--- config.mk ---
export PLATFORM = sky130hd
export DESIGN_NAME = asc_frame_assembler_flat
export DESIGN_NICKNAME = d
export VERILOG_FILES = /design/src/rtl/scumv_asc_pkg.sv /design/src/rtl/asc_frame_assembler_if.sv /design/src/rtl/asc_frame_assembler.sv /design/src/flat_wrapper.sv
export SDC_FILE = /design/constraint.sdc
export NUM_CORES = 1
export LEC_CHECK = 0
export ABC_AREA = 1
export CAP_MARGIN = 20
export CORE_UTILIZATION = 45
export CTS_BUF_LIST = sky130_fd_sc_hd__clkbuf_8
export DETAILED_ROUTE_END_ITERATION = 6
export PLACE_DENSITY = 0.79
export SYNTH_ARGS = -nofsm -noshare
export SYNTH_HDL_FRONTEND = slang
export SYNTH_SLANG_ARGS = --single-unit
--- constraint.sdc ---
create_clock -name clk -period 2.68 [get_ports clk]
set_clock_uncertainty 0.2 [all_clocks]
set_input_delay 0.268 -clock clk [delete_from_list [all_inputs] [get_ports clk]]
set_output_delay 0.268 -clock clk [all_outputs]
set_load 0.02 [all_outputs]
--- src/rtl/scumv_asc_pkg.sv ---
// Shared definitions for the ASC subsystem: status bytes returned to the
// UART handler, the frame assembler state encoding and frame sizing.
package scumv_asc_pkg;

  localparam logic [7:0] ASC_ACK_BYTE     = 8'h61;  // 'a'
  localparam logic [7:0] ASC_TIMEOUT_BYTE = 8'h74;  // 't'

  typedef enum logic [2:0] {
    IDLE,
    RECV,
    ISSUE,
    WAIT_DONE,
    RESP
  } asc_state_e;

  // Number of whole bytes needed to carry one address+payload scan frame.
  function automatic int frame_bytes(input int addr_bits, input int payload_bits);
    return (addr_bits + payload_bits + 7) / 8;
  endfunction

endpackage

--- src/rtl/asc_frame_assembler_if.sv ---
// Handshake bundle around the ASC frame assembler: byte stream in from the
// UART handler, scan frame out to the shifter, status byte back to the handler.
// The master modport is the assembler's view; slave is its environment.
interface asc_frame_assembler_if #(
  parameter int ADDR_BITS    = 12,
  parameter int PAYLOAD_BITS = 160
);

  logic                    data_valid;
  logic                    data_ready;
  logic [7:0]              data_in;
  logic                    frame_valid;
  logic                    frame_ready;
  logic [ADDR_BITS-1:0]    frame_addr;
  logic [PAYLOAD_BITS-1:0] frame_payload;
  logic                    scan_done;
  logic                    response_valid;
  logic                    response_ready;
  logic [7:0]              response_data;
  logic                    busy;

  modport master (
    input  data_valid, data_in, frame_ready, scan_done, response_ready,
    output data_ready, frame_valid, frame_addr, frame_payload,
           response_valid, response_data, busy
  );

  modport slave (
    output data_valid, data_in, frame_ready, scan_done, response_ready,
    input  data_ready, frame_valid, frame_addr, frame_payload,
           response_valid, response_data, busy
  );

endinterface

--- src/rtl/asc_frame_assembler.sv ---
// Collects a fixed number of bytes into one scan frame, hands it to the
// shifter, waits for completion and returns a one-byte status. A stalled
// partial frame is dropped after an inter-byte timeout and reported with 't'.
module asc_frame_assembler
  import scumv_asc_pkg::*;
#(
  parameter int ADDR_BITS    = 12,
  parameter int PAYLOAD_BITS = 160,
  parameter int TIMEOUT_CLKS = 100_000
) (
  input  logic                  clk,
  input  logic                  reset,
  asc_frame_assembler_if.master bus
);

  localparam int FRAME_BYTES = frame_bytes(ADDR_BITS, PAYLOAD_BITS);
  localparam int FRAME_BITS  = ADDR_BITS + PAYLOAD_BITS;
  localparam int CNT_W       = $clog2(FRAME_BYTES);
  localparam int TMO_W       = $clog2(TIMEOUT_CLKS + 1);

  localparam logic [CNT_W-1:0] LAST_BYTE = CNT_W'(FRAME_BYTES - 1);
  localparam logic [TMO_W-1:0] TMO_LIMIT = TMO_W'(TIMEOUT_CLKS);

  asc_state_e               state_q, state_d;
  logic [CNT_W-1:0]         count_q, count_d;
  logic [TMO_W-1:0]         tmo_q, tmo_d;
  logic [7:0]               resp_data_q, resp_data_d;
  logic [FRAME_BITS-1:0]    frame_q;
  logic                     byte_hs;

  // Bytes are only taken while a frame is being collected, so nothing is
  // overwritten while the shifter or the handler still owns the result.
  assign bus.data_ready     = (state_q == IDLE) || (state_q == RECV);
  assign byte_hs            = bus.data_valid && bus.data_ready;
  assign bus.frame_valid    = (state_q == ISSUE);
  assign bus.response_valid = (state_q == RESP);
  assign bus.busy           = (state_q != IDLE);
  assign bus.response_data  = resp_data_q;
  assign bus.frame_addr     = frame_q[ADDR_BITS-1:0];
  assign bus.frame_payload  = frame_q[FRAME_BITS-1:ADDR_BITS];

  // State, byte counter, timeout counter and status byte registers.
  always_ff @(posedge clk) begin
    if (reset) begin
      state_q     <= IDLE;
      count_q     <= '0;
      tmo_q       <= '0;
      resp_data_q <= 8'h00;
    end else begin
      state_q     <= state_d;
      count_q     <= count_d;
      tmo_q       <= tmo_d;
      resp_data_q <= resp_data_d;
    end
  end

  // Next-state logic; a byte in the timeout cycle takes priority over the timeout.
  always_comb begin
    state_d     = state_q;
    count_d     = count_q;
    tmo_d       = tmo_q;
    resp_data_d = resp_data_q;
    case (state_q)
      IDLE: begin
        if (byte_hs) begin
          count_d = CNT_W'(1);
          tmo_d   = '0;
          state_d = RECV;
        end
      end
      RECV: begin
        if (byte_hs) begin
          tmo_d = '0;
          if (count_q == LAST_BYTE) begin
            count_d = '0;
            state_d = ISSUE;
          end else begin
            count_d = count_q + 1'b1;
          end
        end else if (tmo_q == TMO_LIMIT) begin
          count_d     = '0;
          tmo_d       = '0;
          resp_data_d = ASC_TIMEOUT_BYTE;
          state_d     = RESP;
        end else begin
          tmo_d = tmo_q + 1'b1;
        end
      end
      ISSUE: begin
        if (bus.frame_ready) begin
          state_d = WAIT_DONE;
        end
      end
      WAIT_DONE: begin
        if (bus.scan_done) begin
          resp_data_d = ASC_ACK_BYTE;
          state_d     = RESP;
        end
      end
      RESP: begin
        if (bus.response_ready) begin
          state_d = IDLE;
        end
      end
      default: begin
        state_d = IDLE;
      end
    endcase
  end

  // Frame store: byte k lands on bits [8k+7:8k]; bits beyond the frame are dropped.
  always_ff @(posedge clk) begin
    if (reset) begin
      frame_q <= '0;
    end else if (byte_hs) begin
      for (int b = 0; b < FRAME_BITS; b++) begin
        if (count_q == CNT_W'(b / 8)) begin
          frame_q[b] <= bus.data_in[3'(b % 8)];
        end
      end
    end
  end

endmodule

--- src/flat_wrapper.sv ---
// flat-port wrapper written by rule: the top's interface ports become plain ports
module asc_frame_assembler_flat import scumv_asc_pkg::*;
#(
  parameter int ADDR_BITS    = 12,
  parameter int PAYLOAD_BITS = 160,
  parameter int TIMEOUT_CLKS = 100_000
)
  (clk, reset, bus_data_valid, bus_data_in, bus_frame_ready, bus_scan_done, bus_response_ready, bus_data_ready, bus_frame_valid, bus_frame_addr, bus_frame_payload, bus_response_valid, bus_response_data, bus_busy);
  asc_frame_assembler_if #(.ADDR_BITS(ADDR_BITS), .PAYLOAD_BITS(PAYLOAD_BITS)) bus_i ();
  input  logic clk;
  input  logic reset;
  input wire logic [$bits(bus_i.data_valid)-1:0] bus_data_valid;
  input wire logic [$bits(bus_i.data_in)-1:0] bus_data_in;
  input wire logic [$bits(bus_i.frame_ready)-1:0] bus_frame_ready;
  input wire logic [$bits(bus_i.scan_done)-1:0] bus_scan_done;
  input wire logic [$bits(bus_i.response_ready)-1:0] bus_response_ready;
  output wire logic [$bits(bus_i.data_ready)-1:0] bus_data_ready;
  output wire logic [$bits(bus_i.frame_valid)-1:0] bus_frame_valid;
  output wire logic [$bits(bus_i.frame_addr)-1:0] bus_frame_addr;
  output wire logic [$bits(bus_i.frame_payload)-1:0] bus_frame_payload;
  output wire logic [$bits(bus_i.response_valid)-1:0] bus_response_valid;
  output wire logic [$bits(bus_i.response_data)-1:0] bus_response_data;
  output wire logic [$bits(bus_i.busy)-1:0] bus_busy;
  assign bus_i.data_valid = bus_data_valid;
  assign bus_i.data_in = bus_data_in;
  assign bus_i.frame_ready = bus_frame_ready;
  assign bus_i.scan_done = bus_scan_done;
  assign bus_i.response_ready = bus_response_ready;
  assign bus_data_ready = bus_i.data_ready;
  assign bus_frame_valid = bus_i.frame_valid;
  assign bus_frame_addr = bus_i.frame_addr;
  assign bus_frame_payload = bus_i.frame_payload;
  assign bus_response_valid = bus_i.response_valid;
  assign bus_response_data = bus_i.response_data;
  assign bus_busy = bus_i.busy;
  asc_frame_assembler #(.ADDR_BITS(ADDR_BITS), .PAYLOAD_BITS(PAYLOAD_BITS), .TIMEOUT_CLKS(TIMEOUT_CLKS)) u_core (.clk(clk), .reset(reset), .bus(bus_i));
endmodule
==> results.yml <==
detailed_routing:
  drt_first_pass_iters: 5
  ant_nets: 0
  via_per_inst: 4.63
  drt_iter0_markers: 412
  wire_per_inst_um: 11.8
  wirelength_mm: 13.6
  vias: 5320
  post-route-drc-count: 0
sta:
  rsz0062_at_grt: "no"
  finalSetupViolations: 0
  hold_viol: 0
  post-route-period-util_pct: 86.8
  max_freq_mhz: 430
  fin_setup_tns_ns: 0
  tightest_slew_ns: 0.662
  period_needed_ns: 2.33
  drv_slew: 0
  slew_headroom_pct: 55.5
final_layout:
  fill_cells: 1203
  antennaDiodeCount: 0
  postLayoutCellArea_um2: 7250
  fin_nets: 986
  drive_gt1_share_pct: 6.44
  multi_input_area_um2: 2710
  syn2layout_area_growth_pct: 22.1
  seq_area_um2: 2320
power_and_ir_drop:
  p_per_area_nw_per_um2: 668
  irDropWorstVdd_mv: 0.443
  leakage_uw: 0.00291
cts:
  cts_num_sinks: 116
  postCtsSetupRepairBufs: 0
  clock-root-buffer: "clkbuf_8"
  max-clock-path-buffers: 2
  clock_latency_ns: 0.42
  clkTransAtPathRegs_ns: 0.07
  htree_levels: 4
  cts_hold_repair.buffers: 0
  cts_tree: "done"
  cts-resized-gates: 0
  numCtsBuffers: 17
synth:
  synth_top_cell_by_area: "dfxtp_1"
  syn_area_um2: 5940
  synth_ff_type: "dfxtp_1"
  synthCells: 862
  async_reset_ff_share_pct: 0
  synth_area_leaders: "dfxtp_1, nand2_1, buf_4"
  synth.distinct_cells: 32
  yosys_warnings: 0
  synth_top_cell_area_share_pct: 39.1
  yosysSeqAreaShare_pct: 39.1
  synth.avg_cell_area_um2: 6.89
  synth-edff-count: 0
  yosys_register_bits: 116
worst_setup_path:
  r2r_slack_ns: 0.50
  cp_max_fo: 8
  worstSetupPathType: "reg2out"
  setup.worst_path.start: "u_core.state_q[0]"
  cp.required_ns: 2.21
  cp-end-kind: "output pin"
  crit_arrival_ns: 1.86
  rr_worst_depth: 11
  r2r_start: "u_core.tmo_q[0]"
  worst_r2r_endpoint: "u_core.tmo_q[4]"
  start_kind: "flop"
  crit_end: "bus_data_ready"
place:
  gp_congestion: 0.881
  io_buffers: 106
  placed_area_um2: 6850
  hpwl_mm: 9.38
die:
  io_pins: 198
  die-height_um: 117
  initial_utilization_pct: 46.7
  rows: 41
  die_area_um2: 13700
  die_w_um: 117
  core_um2: 12700
global_routing:
  use_met3_pct: 6.80
  grt_busiest_layer: "met2"
  grt_pass1_wl_mm: 21.3
  grt_usage_pct: 20.2
  grt_pass1_vias: 4533
  antenna_found_initial: 0
  grt_overflow: 0
  grt_max_degree: 45
  met2_usage_pct: 31.9
  use_met1_pct: 26.7
min_path:
  hold_path_class: "in2reg"
flow_run:
  maxCapViolCount: 0
status:
  status: "complete, no violations"
==> worst max-delay path: stages, from the launching register on <==
cell and delay [ns]:
dfxtp_1 0.51, nand3_4 0.18, nand2_2 0.14, clkdlybuf4s50_1 0.61
==> report_power, final <==
group | internal [uW] | total, uW | switching [uW]
logic | 408 | 1360 | 953
registers | 1800 | 1870 | 73.1
clock network | 860 | 1610 | 749
==> logic make-up (layout without fill, tap and decap cells) <==
kind of cell	after synthesis	count (layout)	share of synthesized area [%]
DFF	116	116	39.1
adders and majority gates	7	7	1.47
AOI/OAI and AO/OA	85	85	7.29
buffers and inverters	234	264	20.8
other	1	87	0.0632
and+or+nand+nor	414	414	30.6
xor gates and xnor gates	5	5	0.737
==> through the flow <==
stage | util, % | total power [uW] | instances | setup slack (ns) | hold WS (ns)
after floorplan | - | 2970 | 948 | 0.858 | 0.233
after global placement | 53.8 | 3250 | 1118 | 0.486 | 0.248
after detailed placement | 53.8 | 3260 | 1118 | 0.482 | 0.255
after CTS | 57.0 | 4860 | 1150 | 0.334 | 0.0596
after global routing | 57.0 | 5100 | 1150 | 0.266 | 0.0739
final | 57.0 | 4840 | 1150 | 0.355 | 0.0880
==> layout make-up <==
class	instances	area share [%]
multi-input cells	598	37.3
flip-flops and latches	116	32.0
repair buffers	122	16.4
inverters	110	5.70
clock buffers	18	3.42
well taps	172	2.97
clock inverters	14	2.16
==> per-layer routing <==
layer	up-vias	wire length [um]	part of all wire, %
met4	0	114	0.84
met5	-	0	0
met1	2353	6170	45
met3	15	1150	8.4
li1	2733	-	-
met2	219	6180	45
==> synthesized netlist by cell type, types with 2 or more instances <==
cell      count
nand2_1     192
clkbuf_1     19
nand3_1      99
nand4_1       6
xor2_1        5
dfxtp_1     116
nand2_2       5
nor3b_1       2
inv_2         2
buf_4        90
nor2_1       83
o21ai_0       8
ha_1          7
buf_1         2
nor3_1       14
nor4_1        3
buf_2        13
inv_1       107
a21oi_1      74
nor3_4        3
==> placed cells by master, fill, tap and decap left out, types with 14 or more instances in the layout <==
cell type | netlist | final
a21oi_1 | 74 | 74
buf_4 | 90 | 15
clkbuf_8 | 0 | 18
clkdlybuf4s50_1 | 0 | 105
conb_1 | 1 | 87
dfxtp_1 | 116 | 116
inv_1 | 107 | 108
nand2_1 | 192 | 192
nand3_1 | 99 | 99
nor2_1 | 83 | 83
nor3_1 | 14 | 14
==> state kept, by name, indices dropped and copies added (netlist names) <==
register                  count
u_core.bus.response_data      3
u_core.tmo_q                 17
u_core.state_q                3
u_core.count_q                5
u_core.frame_q               88
==> how the worst min path moves through the flow <==
stage | start | end | cells past startpoint
after CTS | reset | u_core.count_q[4] | 2
after detailed placement | u_core.frame_q[105] | u_core.frame_q[105] | 2
after floorplan | bus_data_in[0] | u_core.frame_q[160] | 2
after global placement | u_core.frame_q[27] | u_core.frame_q[27] | 2
final | reset | u_core.count_q[4] | 2
after global routing | reset | u_core.count_q[4] | 2
Note: power is estimated with default switching activity, not from simulation.
